File: config.mk
export PLATFORM = sky130hd
export DESIGN_NAME = id_ex_stage
export DESIGN_NICKNAME = d
export VERILOG_FILES = /design/src/rtl/id_ex_stage.sv
export SDC_FILE = /design/constraint.sdc
export NUM_CORES = 1
export LEC_CHECK = 0
export ABC_CLOCK_PERIOD_IN_PS = 10300
export CORE_ASPECT_RATIO = 0.75
export CORE_MARGIN = 1.5
export CORE_UTILIZATION = 45
export CTS_BUF_LIST = sky130_fd_sc_hd__clkbuf_4
export CTS_CLUSTER_DIAMETER = 200
export DETAILED_ROUTE_END_ITERATION = 8
export MAX_ROUTING_LAYER = met4
export PLACE_DENSITY = 0.95
export SYNTH_ARGS = -nofsm -noshare
export SYNTH_HDL_FRONTEND = slang
export SYNTH_SLANG_ARGS = --single-unit
File: constraint.sdc
create_clock -name clk -period 10.3 [get_ports clk]
set_clock_uncertainty 0.15 [all_clocks]
set_input_delay 2.06 -clock clk [delete_from_list [all_inputs] [get_ports clk]]
set_output_delay 2.06 -clock clk [all_outputs]
set_load 0.01 [all_outputs]
File: src/rtl/id_ex_stage.sv
// id_ex_stage: ID/EX pipeline register with load-use bubble insertion, hold, flush and a bubble counter
// Ports: decode inputs (valid_i, ALU_Operation_i, Read_Data_*_i, Immediate_i, ALU_Src_i, Uses_Rs2_i,
//   Rs1_i/Rs2_i/Rd_i, control bits), hold_i/flush_i, writeback bypass inputs (WB_*),
//   registered ALU-side outputs (A_o, B_o, ALU_Operation_o, Store_Data_o, Rd_o, controls, valid_o),
//   combinational hazard_o and saturating stall_count_o.
// Optional: define FORWARDING_EN to bypass the writeback value into rs1/rs2 at capture.
module id_ex_stage #(
    parameter int DATA_W      = 32,
    parameter int REG_ADDR_W  = 5,
    parameter int STALL_CNT_W = 16
) (
    input  logic                   clk,
    input  logic                   reset,
    input  logic                   valid_i,
    input  logic [3:0]             ALU_Operation_i,
    input  logic [DATA_W-1:0]      Read_Data_1_i,
    input  logic [DATA_W-1:0]      Read_Data_2_i,
    input  logic [DATA_W-1:0]      Immediate_i,
    input  logic                   ALU_Src_i,
    input  logic                   Uses_Rs2_i,
    input  logic [REG_ADDR_W-1:0]  Rs1_i,
    input  logic [REG_ADDR_W-1:0]  Rs2_i,
    input  logic [REG_ADDR_W-1:0]  Rd_i,
    input  logic                   Reg_Write_i,
    input  logic                   Mem_Read_i,
    input  logic                   Mem_Write_i,
    input  logic                   Mem_to_Reg_i,
    input  logic                   hold_i,
    input  logic                   flush_i,
    input  logic                   WB_Reg_Write_i,
    input  logic [REG_ADDR_W-1:0]  WB_Rd_i,
    input  logic [DATA_W-1:0]      WB_Data_i,
    output logic                   valid_o,
    output logic [3:0]             ALU_Operation_o,
    output logic [DATA_W-1:0]      A_o,
    output logic [DATA_W-1:0]      B_o,
    output logic [DATA_W-1:0]      Store_Data_o,
    output logic [REG_ADDR_W-1:0]  Rd_o,
    output logic                   Reg_Write_o,
    output logic                   Mem_Read_o,
    output logic                   Mem_Write_o,
    output logic                   Mem_to_Reg_o,
    output logic                   hazard_o,
    output logic [STALL_CNT_W-1:0] stall_count_o
);
    typedef struct packed {
        logic                  valid;
        logic [3:0]            op;
        logic [DATA_W-1:0]     a;
        logic [DATA_W-1:0]     b;
        logic [DATA_W-1:0]     sd;
        logic [REG_ADDR_W-1:0] rd;
        logic                  rw;
        logic                  mr;
        logic                  mw;
        logic                  m2r;
    } ex_t;
    ex_t ex_q, cap;
    logic [DATA_W-1:0] rs1_val, rs2_val;
    logic [STALL_CNT_W-1:0] cnt_q;
    logic bubble;
`ifdef FORWARDING_EN
    assign rs1_val = (WB_Reg_Write_i && WB_Rd_i != '0 && WB_Rd_i == Rs1_i) ? WB_Data_i : Read_Data_1_i;
    assign rs2_val = (WB_Reg_Write_i && WB_Rd_i != '0 && WB_Rd_i == Rs2_i) ? WB_Data_i : Read_Data_2_i;
`else
    logic unused_wb;
    assign unused_wb = ^{WB_Reg_Write_i, WB_Rd_i, WB_Data_i};
    assign rs1_val   = Read_Data_1_i;
    assign rs2_val   = Read_Data_2_i;
`endif
    assign hazard_o = valid_o & Mem_Read_o & (Rd_o != '0) & valid_i &
                      ((Rd_o == Rs1_i) | (Uses_Rs2_i & (Rd_o == Rs2_i)));
    // A bubble is loaded on flush, or on a hazard when not held.
    assign bubble = flush_i | (~hold_i & hazard_o);
    always_comb begin
        cap.valid = valid_i;
        cap.op    = ALU_Operation_i;
        cap.a     = rs1_val;
        cap.b     = ALU_Src_i ? Immediate_i : rs2_val;
        cap.sd    = rs2_val;
        cap.rd    = Rd_i;
        cap.rw    = Reg_Write_i & valid_i;
        cap.mr    = Mem_Read_i & valid_i;
        cap.mw    = Mem_Write_i & valid_i;
        cap.m2r   = Mem_to_Reg_i & valid_i;
    end
    always_ff @(posedge clk or posedge reset) begin
        if (reset)
            ex_q <= '0;
        else if (bubble)
            ex_q <= '0;
        else if (!hold_i)
            ex_q <= cap;
    end
    // Only hazard bubbles are counted; flushes are not.
    always_ff @(posedge clk or posedge reset) begin
        if (reset)
            cnt_q <= '0;
        else if (!flush_i && !hold_i && hazard_o && cnt_q != '1)
            cnt_q <= cnt_q + STALL_CNT_W'(1);
    end
    assign valid_o         = ex_q.valid;
    assign ALU_Operation_o = ex_q.op;
    assign A_o             = ex_q.a;
    assign B_o             = ex_q.b;
    assign Store_Data_o    = ex_q.sd;
    assign Rd_o            = ex_q.rd;
    assign Reg_Write_o     = ex_q.rw;
    assign Mem_Read_o      = ex_q.mr;
    assign Mem_Write_o     = ex_q.mw;
    assign Mem_to_Reg_o    = ex_q.m2r;
    assign stall_count_o   = cnt_q;
endmodule

==> out/qor.csv <==
stage,metric,value,unit
synthesis,post-synthesis async set-or-reset flop share,100,%
grt,number of global-route vias before repair,5373,
power,Pleak,3.50,nW
detailed_routing,ANT nets after route,0,
timing,Worst Max-Slew Pin Slew,1.13,ns
final_layout,number of antenna diodes,0,
critical_path,Worst Setup SP,Rs2_i[3],
final_layout,fin cells,909,
run_status,status,"complete, no violations",
detailed_routing,drt initial violations,285,
floorplanning,Starting Density,46.6,%
final_layout,Multi-input gate area,0.00241,mm2
timing,"Period Utilization, post-route",67.4,%
placed_design,placed insts,877,
timing,Pins Over Slew Limit,0,
placed_design,DP HPWL,11800,um
timing,Final Hold Vio Count,0,
floorplanning,die area,0.0136,mm2
timing,Period minus WS final,6.95,ns
floorplanning,# rows,35,
synthesis,Synth Warn #,0,
clocking,Max clock buf depth,2,
timing,RSZ-0062 raised after global routing,no,
clocking,CTS tree,done,
timing,achievable clock frequency,0.144,GHz
synthesis,cell area after synthesis,0.00579,mm2
clocking,Post-CTS Setup Inserts,0,
floorplanning,I/O pin count,291,
detailed_routing,Routed wire per std cell,19.0,um
synthesis,ys flop type,dfrtp_1,
timing,headroom to the max-slew limit,24.7,%
synthesis,Synthesized Nets,667,
final_layout,FILL cells,894,
synthesis,"flops & latches, synth",126,
final_layout,final core utilization,69.8,%
worst_hold_path,worst min-delay path startpoint,B_o[31]$_DFFE_PP0P_,
detailed_routing,via/cell ratio,5.63,
critical_path,CP arrival,4.74,ns
detailed_routing,DRC Markers,0,
final_layout,fin nets,895,
synthesis,top cell type's share of synthesized area,54.4,%
clocking,Inserted Clock Buffers,17,
critical_path,CP max FO,41,
placed_design,RePlAce Congestion,0.862,
power,total power,1.13,mW
run,maxcap violations,0,
detailed_routing,via count,5117,
floorplanning,core region area,0.0124,mm2
clocking,hold_buf cts,0,
grt,first-pass GRT wire length,26900,um
placed_design,Place WS,3.36,ns
clocking,clk root buf,clkbuf_4,
clocking,"Reg clk slew, reported paths",0.11,ns
timing,setup TNS,0,ns
synthesis,number of enable flip-flop cells after synthesis,0,
critical_path,WP data required,8.09,ns
synthesis,register area share after synthesis,54.4,%
critical_path,Startpoint Class,primary input,
detailed_routing,final WL,17300,um
power,PD cells,130,mW/mm2
synthesis,most common cell in the netlist,dfrtp_1,
critical_path,Crit. End Element,output port,
synthesis,Yosys top cell by area,dfrtp_1,
detailed_routing,DR pass1 iterations,4,
floorplanning,Die Y,101,um
synthesis,Post-Syn Instances,502,
clocking,insertion delay of the later-clocked pin in the worst-skew pair,0.50,ns
critical_path,reg2reg start,Rd_o[3]$_DFFE_PP0P_,
final_layout,Storage cell area,0.00315,mm2
synthesis,Synth area leaders,"dfrtp_1 (54%), o32ai_2 (8.4%), nand2_1 (7.5%), a32o_1 (6.7%), mux2i_1 (5.5%)",
floorplanning,die width,134,um
critical_path,CP Class,in -> out,
synthesis,Avg Inst Size Synth,11.5,um2
grt,total grt overflow,0,
placed_design,IO Port Bufs,252,
clocking,clk sink count,126,
power,"IR drop worst, VDD",0.000141,V
worst_hold_path,path category of the worst min-delay check,reg -> reg,
grt,initial antenna violation count,0,
clocking,H-tree depth,4,
grt,largest net degree at the start of global routing,75,
clocking,post_cts resized,0,
timing,"Setup violations, final",0,
grt,GR Util All Layers,26.2,%
synthesis,most common library cells after synthesis,"dfrtp_1 (126), nand2_1 (115), a32o_1 (39), clkbuf_1 (39), o22ai_1 (39)",
timing,final worst slack,3.35,ns
final_layout,area grow syn2layout,49.8,%
final_layout,layout cell share with drive strength beyond 1,10.6,%
synthesis,Netlist cell types,31,
==> through the flow <==
step	instance area (um2)	hold WS (ns)
final	8680	0.351
after global routing	8680	0.369
after CTS	8680	0.359
after detailed placement	8340	0.329
after global placement	8340	0.322
after floorplan	5790	0.367
==> layout by cell type, fill, tap and decap left out, types with 4 or more instances in the layout <==
cell type        count
nand2_1            115
xnor2_1             25
nand3_1              7
nand4_1             10
dfrtp_1            126
o32ai_2             30
and4_1               5
a32o_1              39
clkdlybuf4s50_1    249
bufinv_16            4
o22ai_1             39
buf_4                7
clkinvlp_4           4
mux2i_1             32
clkbuf_4            19
==> flip-flops by register name, summed over array words and instances, names as in the netlist, 4 cells and up <==
register         count
B_o                 32
A_o                 32
ALU_Operation_o      4
Store_Data_o        32
stall_count_o       16
Rd_o                 5
==> critical path, stage by stage <==
cell and delay, ns:
clkdlybuf4s50_1 0.47, xnor2_1 0.13, nand4_1 0.12, o22ai_1 0.87, nand2b_1 0.12, buf_4 0.31
inv_2 0.10, clkdlybuf4s50_1 0.53
==> power breakdown <==
part / total, mW / switching [mW] / internal [mW] / leakage [nW]
clock network: 0.391 / 0.191 / 0.200 / 0.163
logic: 0.204 / 0.0883 / 0.116 / 1.65
registers: 0.536 / 0.0167 / 0.519 / 1.69
==> per-layer routing <==
metal	track usage, %	share of wire, %	vias to the layer above
met4	11.7	3.3	0
met1	29.9	40	2520
met5	-	0	-
li1	-	-	2316
met3	7.86	7.6	49
met2	43.1	49	232
==> path summary, 6_finish.rpt <==
path	slack [ns]	cells past startpoint	end
worst max-delay path	3.35	8	hazard_o
worst min-delay path	0.35	2	B_o[31]$_DFFE_PP0P_
worst max register to register	6.80	8	Store_Data_o[21]$_DFFE_PP0P_
worst min register to register	0.35	2	B_o[31]$_DFFE_PP0P_
max in group asynchronous	6.75	3	A_o[7]$_DFFE_PP0P_
min in group asynchronous	1.84	2	A_o[12]$_DFFE_PP0P_
==> final cells by class <==
type	count	area share [%]
clock inverter	13	2.18
clock buffer	19	1.64
sequential	126	36.3
inverter	2	0.115
timing repair buffer	259	29.5
multi-input combinational	324	27.8
tap	166	2.39
==> cell families (layout without fill, tap and decap cells) <==
logic type | after synthesis | after routing | share of synthesized area [%]
buffers and inverters | 52 | 293 | 4.08
AO/OA/AOI/OAI | 112 | 112 | 20.3
adder cells (fa/ha/maj) | 1 | 1 | 0.216
XOR/XNOR | 25 | 25 | 3.78
AND/OR/NAND/NOR | 153 | 153 | 11.5
multiplexers | 33 | 33 | 5.72
flip-flops | 126 | 126 | 54.4
Power figures use the tool's default switching activity.
